$ cat config.mk
export PLATFORM = sky130hd
export DESIGN_NAME = tx_pingpong_shifter
export DESIGN_NICKNAME = d
export VERILOG_FILES = /design/src/rtl/tx_shift_pkg.sv /design/src/rtl/tx_word_fifo.sv /design/src/rtl/tx_pingpong_shifter.sv
export SDC_FILE = /design/constraint.sdc
export NUM_CORES = 1
export LEC_CHECK = 0
export BUFFER_PORTS_ARGS = -buffer_cell sky130_fd_sc_hd__buf_2
export CORE_ASPECT_RATIO = 1.1
export CORE_MARGIN = 4
export CORE_UTILIZATION = 35
export DETAILED_ROUTE_END_ITERATION = 6
export PLACE_DENSITY_LB_ADDON = 0.3
export RECOVER_POWER = 100
export SYNTH_ARGS = -nofsm -noshare
export SYNTH_HDL_FRONTEND = slang
export SYNTH_SLANG_ARGS = --single-unit
$ cat constraint.sdc
create_clock -name clk -period 3.5 [get_ports clk]
set_clock_uncertainty 0.15 [all_clocks]
set_input_delay 0.175 -clock clk [delete_from_list [all_inputs] [get_ports clk]]
set_output_delay 0.175 -clock clk [all_outputs]
set_load 0.1 [all_outputs]
$ cat src/rtl/tx_shift_pkg.sv
// Shared definitions for the transmit ping-pong shifter.
//   - Parameter legality limits checked at elaboration time.
//   - State encoding for the shifter control FSM (IDLE / SHIFT).
package tx_shift_pkg;

  localparam int MIN_WIDTH = 8;
  localparam int MAX_WIDTH = 64;
  localparam int MIN_NBUF  = 2;
  localparam int MAX_NBUF  = 8;

  typedef enum logic [0:0] {
    IDLE  = 1'b0,
    SHIFT = 1'b1
  } state_t;

endpackage

$ cat src/rtl/tx_word_fifo.sv
// NBUF-deep word store for the transmit shifter.
// Words are written at wptr and read (unmodified) at rptr; both pointers wrap
// modulo NBUF. level/empty/full are registered and reflect the post-edge count.
// Ports:
//   clk, rst        clock, async active-high reset
//   push, wdata     write one word (caller guarantees !full)
//   pop             release the head word (caller guarantees !empty)
//   head            word at rptr, combinational read
//   empty, full     registered status flags
//   level           number of stored words
module tx_word_fifo
  import tx_shift_pkg::*;
#(
  parameter int WIDTH = 32,
  parameter int NBUF  = 2,
  localparam int PW   = $clog2(NBUF),
  localparam int LW   = $clog2(NBUF + 1)
) (
  input  logic             clk,
  input  logic             rst,
  input  logic             push,
  input  logic [WIDTH-1:0] wdata,
  input  logic             pop,
  output logic [WIDTH-1:0] head,
  output logic             empty,
  output logic             full,
  output logic [LW-1:0]    level
);

  localparam logic [PW-1:0] LAST_PTR = PW'(NBUF - 1);
  localparam logic [LW-1:0] FULL_LVL = LW'(NBUF);

  logic [WIDTH-1:0] mem [NBUF];
  logic [PW-1:0]    wptr;
  logic [PW-1:0]    rptr;
  logic [LW-1:0]    level_nxt;

  always_comb begin
    level_nxt = level;
    case ({push, pop})
      2'b10:   level_nxt = level + 1'b1;
      2'b01:   level_nxt = level - 1'b1;
      default: level_nxt = level;  // none, or simultaneous push+pop
    endcase
  end

  // Storage carries no reset: contents are meaningless until written.
  always_ff @(posedge clk) begin
    if (push) mem[wptr] <= wdata;
  end

  always_ff @(posedge clk or posedge rst) begin
    if (rst) begin
      wptr  <= '0;
      rptr  <= '0;
      level <= '0;
      empty <= 1'b1;
      full  <= 1'b0;
    end else begin
      if (push) wptr <= (wptr == LAST_PTR) ? '0 : wptr + 1'b1;
      if (pop)  rptr <= (rptr == LAST_PTR) ? '0 : rptr + 1'b1;
      level <= level_nxt;
      empty <= (level_nxt == '0);
      full  <= (level_nxt == FULL_LVL);
    end
  end

  assign head = mem[rptr];

endmodule

$ cat src/rtl/tx_pingpong_shifter.sv
// Serial transmitter fed from a small ring of word buffers.
// Words are enqueued in parallel and emitted one bit per accepted shift,
// LSB-first or MSB-first. The head word is never shifted in place; a bit
// counter selects the outgoing bit instead.
//
// Handshake: a load transfers exactly on a rising edge where
// load_valid & load_ready; load_ready = cs & !full is combinational and uses
// the registered full flag, so a slot freed by a final-bit shift in the same
// cycle is not visible to the load until the next cycle. A shift is accepted
// on cs & shift_en & !empty; a request that is not accepted is dropped.
//
// Ports:
//   clk, rst            clock, async active-high reset
//   cs                  chip select; low freezes all state
//   load_valid/data     word offer; load_ready accept indication
//   shift_en            request one output bit
//   dout, dout_valid    registered serial bit and its strobe
//   word_done           pulse with the last bit of each word
//   empty, full, level  buffer occupancy
//   state               control FSM state (IDLE=0, SHIFT=1), for observation
module tx_pingpong_shifter
  import tx_shift_pkg::*;
#(
  parameter int WIDTH     = 32,
  parameter int NBUF      = 2,
  parameter bit MSB_FIRST = 1'b0,
  localparam int LW       = $clog2(NBUF + 1)
) (
  input  logic             clk,
  input  logic             rst,
  input  logic             cs,
  input  logic             load_valid,
  input  logic [WIDTH-1:0] load_data,
  output logic             load_ready,
  input  logic             shift_en,
  output logic             dout,
  output logic             dout_valid,
  output logic             word_done,
  output logic             empty,
  output logic             full,
  output logic [LW-1:0]    level,
  output logic [0:0]       state
);

  localparam int BW = $clog2(WIDTH);
  localparam logic [BW-1:0] LAST_IDX = BW'(WIDTH - 1);
  localparam logic [0:0]    ST_IDLE  = IDLE;
  localparam logic [0:0]    ST_SHIFT = SHIFT;

  if (WIDTH < MIN_WIDTH || WIDTH > MAX_WIDTH) begin : g_bad_width
    $error("tx_pingpong_shifter: WIDTH=%0d outside %0d..%0d", WIDTH, MIN_WIDTH, MAX_WIDTH);
  end
  if (NBUF < MIN_NBUF || NBUF > MAX_NBUF) begin : g_bad_nbuf
    $error("tx_pingpong_shifter: NBUF=%0d outside %0d..%0d", NBUF, MIN_NBUF, MAX_NBUF);
  end

  logic [WIDTH-1:0] head;
  logic [BW-1:0]    bidx;
  logic [BW-1:0]    sel;
  logic [0:0]       state_q;
  logic [0:0]       state_nxt;
  logic             load_acc;
  logic             shift_acc;
  logic             last_bit;

  assign load_ready = cs & ~full;
  assign load_acc   = load_valid & load_ready;
  assign shift_acc  = cs & shift_en & ~empty;
  assign last_bit   = shift_acc & (bidx == LAST_IDX);
  assign sel        = MSB_FIRST ? (LAST_IDX - bidx) : bidx;

  tx_word_fifo #(
    .WIDTH (WIDTH),
    .NBUF  (NBUF)
  ) u_fifo (
    .clk   (clk),
    .rst   (rst),
    .push  (load_acc),
    .wdata (load_data),
    .pop   (last_bit),
    .head  (head),
    .empty (empty),
    .full  (full),
    .level (level)
  );

  // Return to IDLE only when the final bit of the only stored word leaves
  // and no replacement word arrives on the same edge.
  always_comb begin
    state_nxt = state_q;
    case (state_q)
      ST_IDLE:  if (load_acc) state_nxt = ST_SHIFT;
      ST_SHIFT: if (last_bit && level == LW'(1) && !load_acc) state_nxt = ST_IDLE;
      default:  state_nxt = ST_IDLE;
    endcase
  end

  always_ff @(posedge clk or posedge rst) begin
    if (rst) begin
      state_q    <= ST_IDLE;
      bidx       <= '0;
      dout       <= 1'b0;
      dout_valid <= 1'b0;
      word_done  <= 1'b0;
    end else begin
      state_q    <= state_nxt;
      dout_valid <= shift_acc;
      word_done  <= last_bit;
      if (shift_acc) begin
        dout <= head[sel];
        bidx <= last_bit ? '0 : bidx + 1'b1;
      end
    end
  end

  assign state = state_q;

endmodule

After elaboration in Yosys (flattened, before gate mapping)
Memory sizes are Yosys's and may differ from the RTL's.
Cells that the tools add are included.
{"block": "totals", "reg_bits": 15, "mem_bits_rw": 64, "input_bits": 37, "out_inout_bits": 9, "word_cells": 44, "n_memories": 1}
{"memory": "u_fifo.mem", "depth": 2, "width": 32, "rd": 1, "rd_ports_with_merged_regs": 0, "wr": 1, "line_no": "tx_word_fifo.sv:33", "text": "logic [WIDTH-1:0] mem [NBUF];"}
{"block": "classes", "add_sub_neg": 5, "order_cmp": 1, "n_eq_ne": 5, "muxes": 10, "n_bitwise": 8, "n_reduce_logical": 4}
{"op": "$lt 5x6->1 const B", "count": 1}
{"op": "$mux 1", "count": 6}
{"op": "$add 5x1->5 const B", "count": 1}
{"op": "$and 1x1->1", "count": 5}
{"op": "$bmux 1 s5", "count": 1}
{"op": "$eq 5x5->1 const B", "count": 1}
{"op": "$mux 5", "count": 1}
{"op": "$eq 2x1->1 const B", "count": 2}
{"op": "$eq 2x2->1 const B", "count": 2}
{"op": "$pmux 2 s2", "count": 1}
{"op": "$not 1->1", "count": 3}
{"op": "$add 1x1->1 const B", "count": 2}
{"op": "$add 2x1->2 const B", "count": 1}
{"op": "$logic_and 1x1->1", "count": 2}
{"op": "$logic_not 2->1", "count": 1}
{"op": "$pmux 1 s2", "count": 1}
{"op": "$sub 2x1->2 const B", "count": 1}
{"op": "$logic_not 1->1", "count": 1}

Logic depth before layout (Yosys ltp)
{"block": "depth", "word_depth": 7, "ltp_mapped": 10}

Hierarchy
Synthesis repeated with hierarchy kept, for this count alone.
{"block": "unflattened", "cells_unflattened": 188, "area_unflattened_um2": 3465.8}
{"mod": "tx_word_fifo", "n_inst": 1, "cells_per_inst": 124, "area_each_um2": 2730.1, "seq_area_each_um2": 2073.2}
{"mod": "tx_pingpong_shifter", "n_inst": 1, "cells_per_inst": 64, "area_each_um2": 735.7, "seq_area_each_um2": 225.2}

Worst setup path after synthesis
OpenSTA, ideal clock, no wires.
{"block": "synth_timing", "path_type": "register to register", "start": "register u_fifo.full", "end": "memory u_fifo.mem[0][0], enable pin", "setup_time_ns": 0.421, "t_arrival_ns": 4.101, "slack_ns": -1.172, "path_stages_with_launch": 4, "n_path_buf": 0, "cell_sequence": "dfrtp_1 -> nor2b_1 -> nand2_1 -> nor2_1"}
{"block": "synth_between", "elab_chain_cells": 5}
{"item": "start, declared", "line_no": "tx_word_fifo.sv:26", "text": "output logic full,"}
{"item": "start signal, assigned", "line_no": "tx_word_fifo.sv:64", "text": "full <= (level_nxt == FULL_LVL);"}
{"item": "$not 1->1", "line_no": "tx_pingpong_shifter.sv:66", "text": "assign load_ready = cs & ~full;"}
{"item": "$and 1x1->1", "line_no": "tx_pingpong_shifter.sv:66"}
{"item": "named net load_ready", "line_no": "tx_pingpong_shifter.sv:34", "text": "output logic load_ready,"}
{"item": "$and 1x1->1", "line_no": "tx_pingpong_shifter.sv:67", "text": "assign load_acc = load_valid & load_ready;"}
{"item": "$mux 1", "line_no": "tx_word_fifo.sv:49", "text": "if (push) mem[wptr] <= wdata;"}
{"item": "$mux 1 (implied by the code)", "line_no": "tx_word_fifo.sv:49"}
{"item": "end, declared", "line_no": "tx_word_fifo.sv:33"}
The timed path passes the listed nets, and every way through them passes these cells.

Worst setup path in the final report
{"block": "layout_timing", "start": "register u_fifo.full", "end": "memory u_fifo.mem[0][11], enable pin"}
{"block": "layout_between", "elab_chain_cells": 5}
{"item": "$not 1->1", "line_no": "tx_pingpong_shifter.sv:66"}
{"item": "$and 1x1->1", "line_no": "tx_pingpong_shifter.sv:66"}
{"item": "$and 1x1->1", "line_no": "tx_pingpong_shifter.sv:67"}
{"item": "$mux 1", "line_no": "tx_word_fifo.sv:49"}
{"item": "$mux 1 (implied by the code)", "line_no": "tx_word_fifo.sv:49"}
No other way between the ends.

==> results_dict.tcl <==
set metrics [dict create \
    status "finished with violations" \
    violations "max-capacitance violations, max-slew violations" \
    wl_per_cell_um 14.8 \
    dpl.hpwl_um 3670 \
    clock_path_buffers 2 \
    whs_ns 0.0239 \
    path_class "register to register" \
    fin_crit_sh_pct 79.3 \
    final_cell_mix "edfxtp_1 (64), clkbuf_1 (35), dlygate4sd3_1 (33)" \
    ys_warn_count 0 \
    seq_area_frac_synth_pct 72.6 \
    die_w_um 98.7 \
    filler_cell_count 815 \
    required_ns 3.27 \
    cts_tree "built" \
    cts.clk_slew.worst_paths_ns 0.07 \
    place_congestion 0.721 \
    synth_area_per_cell_um2 16.9 \
    cts.sinks 79 \
    dr_total_vias 1856 \
    numCtsBuffers 9 \
    synthDistinctLibCells 26 \
    top_regs "u_fifo.mem (64), bidx (5), u_fifo.level (2)" \
    die_height_um 108 \
    critical_path.max_fanout 32 \
    instances_no_fill 391 \
    grt_max_degree 33 \
    grt_pass1_vias 2021 \
    critical_path_arrival_ns 2.55 \
    synth_enable_flop_cells 64 \
    post-place-cells 342 \
    min_period_ns 2.78 \
    port_buffers 45 \
    grt_pass1_wl_um 9760 \
    power_w 0.00232 \
    final_nets 314 \
    max_cap_violations 2 \
    post_dp_cell_area_mm2 0.00353 \
    syn_inst 187 \
    core.rowCount 36 \
    max_clock_freq_mhz 360 \
    setup_tns_ns 0 \
    async_flop_share_pct 19.0 \
    fp.dieArea_mm2 0.0106 \
    pwr_density_cell_mw_per_mm2 582 \
    worstMarginPinSlew_ns 1.88 \
    setup_violations 0 \
    multiInputGateArea_um2 810 \
    grt_use_total_pct 12.0 \
    r2r-start "u_fifo.full$_DFF_PP0_" \
    ir_drop_mv 0.291 \
    cts-root-buf "clkbuf_8" \
    finalInstanceArea_mm2 0.00399 \
    drt_pass1_iterations 4 \
    hp-class "input pin to register" \
    first_iter_violations 52 \
    min_from "load_valid" \
    min_to "state$_DFF_PP0_" \
    start_util_pct 35.8 \
    syn_area_mm2 0.00316 \
    antenna_found_initial 0 \
    synth_ff_type "edfxtp_1" \
    finalHoldViolations 0 \
    p_leak_nw 1.41 \
    area_delta_synth_final_pct 26.1 \
    core-area_mm2 0.00883 \
    rsz0062_at_grt "no" \
    final_common_cell "edfxtp_1" \
    ys_ff_latch 79 \
    slew_headroom_pct -25.6 \
    drc 0 \
    regArea_mm2 0.00230 \
    worstReg2RegEnd "u_fifo.mem[0][11]$_DFFE_PP_" \
    slew_violations 66 \
    start_kind "register" \
    ioPinCount 46 \
    clk_latency_ns 0.33 \
    drive_gt1_share_pct 15.9 \
    diodes 0 \
    viasPerCell 4.75 \
    syn_nets 229 \
    reg2regPathDepth 4 \
    htreeDepth 3 \
    grt_overflow 0 \
    regMostFlops "u_fifo.mem" \
    largest_register_ffs 64 \
    wl_um 5800 \
    worstSetupEndpointType "register" \
    postRouteAntennaNets 0 \
    rrSetupSlack_ns 0.72 \
    min_path_cells 3 \
]
-- logic make-up (layout without fill, tap and decap cells) --
group	after synthesis	count (layout)	synth area share, %
flip-flops	79	79	72.6
AND/OR/NAND/NOR	46	46	7.16
multiplexers	23	23	12.1
AO/OA/AOI/OAI	19	19	3.72
buffers and inverters	13	103	1.86
adder cells (fa/ha/maj)	5	5	1.98
XOR/XNOR	2	2	0.554
-- layout make-up --
class / instances / share of cell area [%]
inverters: 5 / 0.471
multi-input cells: 95 / 20.3
flip-flops and latches: 79 / 57.6
clock inverters: 4 / 1.16
repair buffers: 82 / 13.5
clock buffers: 12 / 3.39
well taps: 114 / 3.58
-- worst max-delay path by stage --
stage / start / to / slack, ns
after global placement: bidx[0]$_DFFE_PP0P_ / u_fifo.full$_DFF_PP0_ / 1.03
after global routing: u_fifo.full$_DFF_PP0_ / u_fifo.mem[0][3]$_DFFE_PP_ / 0.39
after detailed placement: bidx[0]$_DFFE_PP0P_ / u_fifo.full$_DFF_PP0_ / 0.90
after CTS: bidx[0]$_DFFE_PP0P_ / u_fifo.full$_DFF_PP0_ / 0.89
final: u_fifo.full$_DFF_PP0_ / u_fifo.mem[0][11]$_DFFE_PP_ / 0.72
after floorplan: u_fifo.full$_DFF_PP0_ / u_fifo.mem[0][0]$_DFFE_PP_ / 0.00008
-- synthesized netlist by cell type, drive strengths merged (4+ instances only) --
library cell,n,share of area [%]
nand2,15,1.8
o21ai,7,1.1
nand3b,5,1.2
a22oi,4,0.95
dfrtp,14,11
mux2i,9,2.8
mux4,12,8.5
nand3,6,0.95
nor2,8,0.95
edfxtp,64,61
nor2b,4,0.79
clkbuf,5,0.59
ha,5,2.0
inv,5,0.59
-- metrics by stage --
stage	worst slack (ns)	util (%)
global route	0.388	45.2
CTS	0.892	45.7
global placement	1.03	40.0
floorplan	0.0000813	-
detailed placement	0.900	40.0
finish	0.723	45.2
-- routing by layer --
layer	global-route usage [%]	vias up	wire, um
met5	0	-	0
met4	5.27	0	105
li1	-	897	-
met3	2.33	11	211
met1	14.9	913	2500
met2	20.1	35	2980
-- worst max-delay path, stage by stage, from the launching register on --
cell and delay, ns:
dfrtp_1 0.38, nor2b_1 0.19, nand2_1 0.19, nor2_2 0.11
clkbuf_1 1.33
-- power breakdown --
group / switching, W / leakage [nW] / internal (W)
Clock: 0.000302 / 0.0896 / 0.000327
Sequential: 0.0000731 / 0.779 / 0.00115
Combinational: 0.000291 / 0.543 / 0.000180
Total: 0.000666 / 1.41 / 0.00166
-- timing repair --
action                    4_1_cts  5_1_grt
hold buffers                   33        0
setup buffers                   0        0
resized for setup               0        0
hold endpoints to repair       78        0
Note: power is estimated with default switching activity, not from simulation.
